**src/rtl/md_pad_scanner.sv**
```systemverilog
// DB9 pad scanner: Atari stick, Mega Drive 3-button and 6-button pads.
// Define MDPAD_SIXBUTTON_EN to enable the 6-button phases (4..7).
module md_pad_scanner #(
  parameter int PHASE_CYCLES = 280,
  parameter int FRAME_CYCLES = 28000
) (
  input  logic       clk,
  input  logic       reset_n,
  input  logic [5:0] db9_in,
  output logic       select_out,
  output logic [5:0] joy_out,
  output logic [7:0] md_buttons,
  output logic [1:0] pad_type,
  output logic       frame_done
);

  localparam int CW = $clog2(FRAME_CYCLES + 1);
  localparam int PW = $clog2(PHASE_CYCLES + 1);
  localparam logic [CW-1:0] CNT_LAST = CW'(FRAME_CYCLES - 1);
  localparam logic [PW-1:0] SUB_LAST = PW'(PHASE_CYCLES - 1);

  typedef enum logic [3:0] {
    PH0, PH1, PH2, PH3, PH4, PH5, PH6, PH7, IDLE
  } phase_t;

`ifdef MDPAD_SIXBUTTON_EN
  localparam phase_t LAST_PH = PH7;
`else
  localparam phase_t LAST_PH = PH3;
`endif

  logic [CW-1:0] cnt, cnt_nxt;
  logic [PW-1:0] sub, sub_nxt;
  phase_t        ph, ph_nxt;
  logic          frame_last;
  logic          ph_end;

  assign frame_last = (cnt == CNT_LAST);
  assign ph_end     = (ph != IDLE) && (sub == SUB_LAST);

  always_ff @(posedge clk) begin
    if (!reset_n) begin
      cnt <= '0;
      sub <= '0;
      ph  <= PH0;
    end else begin
      cnt <= cnt_nxt;
      sub <= sub_nxt;
      ph  <= ph_nxt;
    end
  end

  always_comb begin
    cnt_nxt = cnt + CW'(1);
    sub_nxt = sub;
    ph_nxt  = ph;
    if (frame_last) begin
      cnt_nxt = '0;
      sub_nxt = '0;
      ph_nxt  = PH0;
    end else if (ph_end) begin
      sub_nxt = '0;
      ph_nxt  = (ph == LAST_PH) ? IDLE : phase_t'(ph + 4'd1);
    end else if (ph != IDLE) begin
      sub_nxt = sub + PW'(1);
    end
  end

  // IDLE encodes as an even value, so bit 0 alone gives SELECT.
  assign select_out = ~ph[0];

  logic [5:0] s1, s2;

  always_ff @(posedge clk) begin
    if (!reset_n) begin
      s1 <= 6'h3F;
      s2 <= 6'h3F;
    end else begin
      s1 <= db9_in;
      s2 <= s1;
    end
  end

  logic [5:0] p0;
  logic [3:0] p1;
`ifdef MDPAD_SIXBUTTON_EN
  logic [3:0] p5;
  logic [3:0] p6;
`endif

  always_ff @(posedge clk) begin
    if (!reset_n) begin
      p0 <= 6'h3F;
      p1 <= 4'hF;
`ifdef MDPAD_SIXBUTTON_EN
      p5 <= 4'hF;
      p6 <= 4'hF;
`endif
    end else if (ph_end) begin
      unique case (ph)
        PH0:     p0 <= s2;
        PH1:     p1 <= s2[5:2];
`ifdef MDPAD_SIXBUTTON_EN
        PH5:     p5 <= s2[3:0];
        PH6:     p6 <= s2[3:0];
`endif
        default: ;
      endcase
    end
  end

  logic       md_det;
  logic       six_det;
  logic [3:0] mxyz;
  logic [5:0] joy_nxt;
  logic [7:0] btn_nxt;
  logic [1:0] type_nxt;

  assign md_det = ~p1[0] & ~p1[1];

`ifdef MDPAD_SIXBUTTON_EN
  assign six_det = md_det & (p5 == 4'h0);
  assign mxyz    = six_det ? p6 : 4'hF;
`else
  assign six_det = 1'b0;
  assign mxyz    = 4'hF;
`endif

  // mxyz = {mode, x, y, z}; joy mapping is the same for MD and Atari.
  always_comb begin
    joy_nxt  = {p0[5], p0[4], p0[0], p0[1], p0[2], p0[3]};
    btn_nxt  = 8'hFF;
    type_nxt = 2'b00;
    if (md_det) begin
      btn_nxt  = {mxyz[3], p1[3], mxyz[2], mxyz[1],
                  mxyz[0], p1[2], p0[5], p0[4]};
      type_nxt = six_det ? 2'b10 : 2'b01;
    end
  end

  always_ff @(posedge clk) begin
    if (!reset_n) begin
      joy_out    <= 6'h3F;
      md_buttons <= 8'hFF;
      pad_type   <= 2'b00;
      frame_done <= 1'b0;
    end else begin
      frame_done <= frame_last;
      if (frame_last) begin
        joy_out    <= joy_nxt;
        md_buttons <= btn_nxt;
        pad_type   <= type_nxt;
      end
    end
  end

endmodule

```
**config.mk**
```make
export PLATFORM = sky130hd
export DESIGN_NAME = md_pad_scanner
export DESIGN_NICKNAME = d
export VERILOG_FILES = /design/src/rtl/md_pad_scanner.sv
export SDC_FILE = /design/constraint.sdc
export NUM_CORES = 1
export LEC_CHECK = 0
export BUFFER_PORTS_ARGS = -buffer_cell sky130_fd_sc_hd__clkbuf_2
export CELL_PAD_IN_SITES_DETAIL_PLACEMENT = 1
export CELL_PAD_IN_SITES_GLOBAL_PLACEMENT = 1
export CORE_AREA = 8 8 83 85
export CTS_CLUSTER_DIAMETER = 30
export DETAILED_ROUTE_END_ITERATION = 10
export DIE_AREA = 0 0 91 93
export PLACE_DENSITY = 0.73
export SLEW_MARGIN = 20
export SYNTH_ARGS = -nofsm -noshare
export SYNTH_HDL_FRONTEND = slang
export SYNTH_SLANG_ARGS = --single-unit
```
**constraint.sdc**
```tcl
create_clock -name clk -period 2.3 [get_ports clk]
set_input_delay 0.46 -clock clk [delete_from_list [all_inputs] [get_ports clk]]
set_output_delay 0.46 -clock clk [all_outputs]
set_load 0.01 [all_outputs]
```
==> results.tsv <==
stage	metric	value	unit
outcome	status	complete, no violations	
die	# rows	28	
cts	CTS H-tree lvls	3	
die	Initial Util	43.08	%
cts	Num CTS Buffers	9	
drt	Via Count	1734	
global_routing	antenna violations before repair	0	
global_routing	GRT Overall Usage	12.73	%
global_routing	global-route congestion overflow total	0	
drt	initial drt markers	57	
drt	WL final	4.970	mm
timing	Slew headroom	63.09	%
setup_path	critical path class	flip-flop to flip-flop	
cts	Root Driver	clkbuf_8	
finish	Nets	277	
global_routing	first-pass GRT wire length	8.687	mm
synthesis	top cells by area, synth	dfxtp_1 51%, xor2_1 6.8%, mux2i_1 5.3%, nor2_1 4.0%, o22a_1 3.6%	
cts	clock sinks	62	
synthesis	ys flop type	dfxtp_1	
cts	CTS tree	yes	
drt	Antenna Nets Post-Route	0	
setup_path	Worst Setup End Kind	flip-flop	
synthesis	synthesized cell area	0.002445	mm2
die	Die Width	91	um
timing	RSZ-0062 raised after global routing	false	
setup_path	CP max FO	27	
power	worst IR drop on VDD	0.3176	mV
timing	Tcrit/Tclk final	86.44	%
power	Flop pwr share	53.1	%
hold_path	HP Class	input port to flip-flop	
global_routing	number of global-route vias before repair	1792	
setup_path	Arrival @ worst endpoint	2260	ps
drt	Detailed Routing Iterations Pass 1	4	
timing	count of final setup violators	0	
finish	Design Area, Final	0.002774	mm2
global_routing	largest net degree at the start of global routing	28	
die	DIE HEIGHT	93	um
power	Net Sw Power	0.4664	mW
finish	Layout area overhead	13.46	%
placement	Placed Area	0.002585	mm2
synthesis	Avg Cell Area, Syn	10.10	um2
placement	Place WS	335.0	ps
synthesis	count leader, synth	dfxtp_1	
drt	# DRC	0	
synthesis	number of enable flip-flop cells after synthesis	0	
timing	FMAX	0.5030	GHz
finish	fillers	668	
timing	Setup Skew	9.631	ps
timing	actual slew at the worst max-slew pin	551.8	ps
placement	GP Congestion	0.7786	
power	switching share of power	22.45	%
timing	final max-slew violation count	0	
placement	DP HPWL	3.495	mm
cts	Post-CTS Setup Bufs	0	
cts	clock-pin slew on the worst setup and hold paths	70	ps
drt	via density per instance	5.041	
setup_path	crit-path max cell delay	500	ps
setup_path	cell-by-cell trace of the critical path	ha_1 > and4_1 > nand4_1 > nand2_2 > o22a_1	
synthesis	Synth top cells by count	62 x dfxtp_1, 26 x nor2_1, 19 x xor2_1, 16 x nand2_1, 13 x mux2i_1	
die	# IOs	26	
cts	Max Root-Sink Buffers	2	
cts	Post-CTS Hold Buffers	0	
power	Comb power frac	2.6	%
power	clock share of power	44.3	%
synthesis	top cell type's share of synthesized area	50.77	%
timing	setup TNS	0	ps
setup_path	Worst Setup Start Kind	flip-flop	
synthesis	Seq/Total Area, Yosys	50.77	%
timing	Fin. Hold Viols	0	
synthesis	Mapped Cells	242	
timing	hold_ws	301.5	ps
setup_path	Critical-path top delay cell	nand2_2	
finish	Finished Core Util	48.88	%
cts	PostCTS Resize Cnt	0	
placement	IO buf count	20	
cts	worst skew pair latency	330	ps
finish	Diodes inserted	0	
setup_path	Crit path required time	2580	ps
synthesis	Unique masters post-synth	35	
die	DIE AREA	0.008463	mm2
drt	WL/cell	14.45	um
timing	Tmin final	1988	ps
power	leakage power	1.190	nW
job	MaxCap Viol Count	0	
synthesis	Post-synth ARST share	0	%
power	power density over cell area	748.9	mW/mm2
timing	setup ws final	312.0	ps
synthesis	cell taking the most area after synthesis	dfxtp_1	
finish	layout cells sized above 1	15.61	%
power	Int Pwr	1.611	mW
synthesis	Yosys reg bits	62	
synthesis	Ys Warns	0	
die	Core Area	0.005675	mm2
-- cell families (layout without fill, tap and decap cells) --
| group | after synthesis | count (layout) | share of synthesized area, % |
|---|---|---|---|
| other | 2 | 5 | 0.3072 |
| DFF | 62 | 62 | 50.77 |
| muxes | 13 | 13 | 5.322 |
| xor gates and xnor gates | 21 | 21 | 7.523 |
| buffers and inverters | 19 | 43 | 4.043 |
| adders and majority gates | 5 | 5 | 2.559 |
| AOI/OAI and AO/OA | 17 | 17 | 5.681 |
| and+or+nand+nor | 103 | 103 | 23.80 |
-- critical path: cells and delay by family (launching register included) --
kind	cells	cell delay, ps
and+or+nand+nor	3	1090
DFF	1	390
adders and majority gates	1	230
AOI/OAI and AO/OA	1	220
-- through the flow --
stage	instances	total power [mW]
final	344	2.077
after global routing	344	2.171
after CTS	344	2.110
after detailed placement	328	1.182
after global placement	328	1.181
after floorplan	245	1.170
-- layout make-up --
class / count / area, um2 / area share (%)
multi-input combinational: 164 / 1116 / 40.23
inverter: 5 / 18.77 / 0.6766
clock inverter: 6 / 61.31 / 2.210
sequential: 62 / 1241 / 44.75
tap: 75 / 93.84 / 3.383
timing repair buffer: 22 / 115.1 / 4.150
clock buffer: 10 / 127.6 / 4.601
-- power by group through the flow --
| stage | combinational (mW) | sequential, mW | clock (mW) |
|---|---|---|---|
| after floorplan | 0.0457 | 1.12 | 0 |
| after global placement | 0.0541 | 1.13 | 0 |
| after detailed placement | 0.0537 | 1.13 | 0 |
| after CTS | 0.0544 | 1.10 | 0.952 |
| after global routing | 0.0612 | 1.11 | 1.00 |
| final | 0.0535 | 1.10 | 0.920 |
-- state kept, by name, indices dropped and copies added, names as in the netlist, 4 cells and up --
name,count
cnt,15
p0,6
ph,4
md_buttons,4
s1,6
joy_out,6
p1,4
sub,9
s2,6
-- placed cells by master, fill, tap and decap left out, drive strengths merged --
cell type / count
clkinv: 3
xnor2: 2
nor2: 26
nand2: 17
and2: 1
and3: 8
nor3: 2
and4: 4
a211o: 1
o211ai: 1
bufinv: 1
dfxtp: 62
o31ai: 1
and4b: 2
o22a: 10
buf: 2
or3: 4
xor2: 19
nand3b: 1
ha: 5
mux2i: 13
nand2b: 12
a221oi: 1
nand4: 12
nand3: 10
nor4bb: 2
clkbuf: 30
clkinvlp: 1
a21oi: 2
a31o: 1
conb: 5
nor4b: 2
inv: 6
-- final timing paths --
| path | slack (ps) | end | cells past startpoint | start |
|---|---|---|---|---|
| worst min-delay path | 300 | s1[0] | 2 | db9_in[0] |
| worst max-delay path | 310 | joy_out[0] | 5 | cnt[0] |
| worst max register to register | 310 | joy_out[0] | 5 | cnt[0] |
| worst min register to register | 410 | s2[3] | 1 | s1[3] |
-- per-layer routing --
metal | vias up | global-route usage, % | wire [um]
li1 | 875 | - | -
met1 | 830 | 15.31 | 2422
met2 | 24 | 19.77 | 2246
met3 | 5 | 5.208 | 242
met4 | 0 | 5.321 | 58
met5 | - | 0 | 0
No activity file was read; power rests on OpenSTA's default activity.
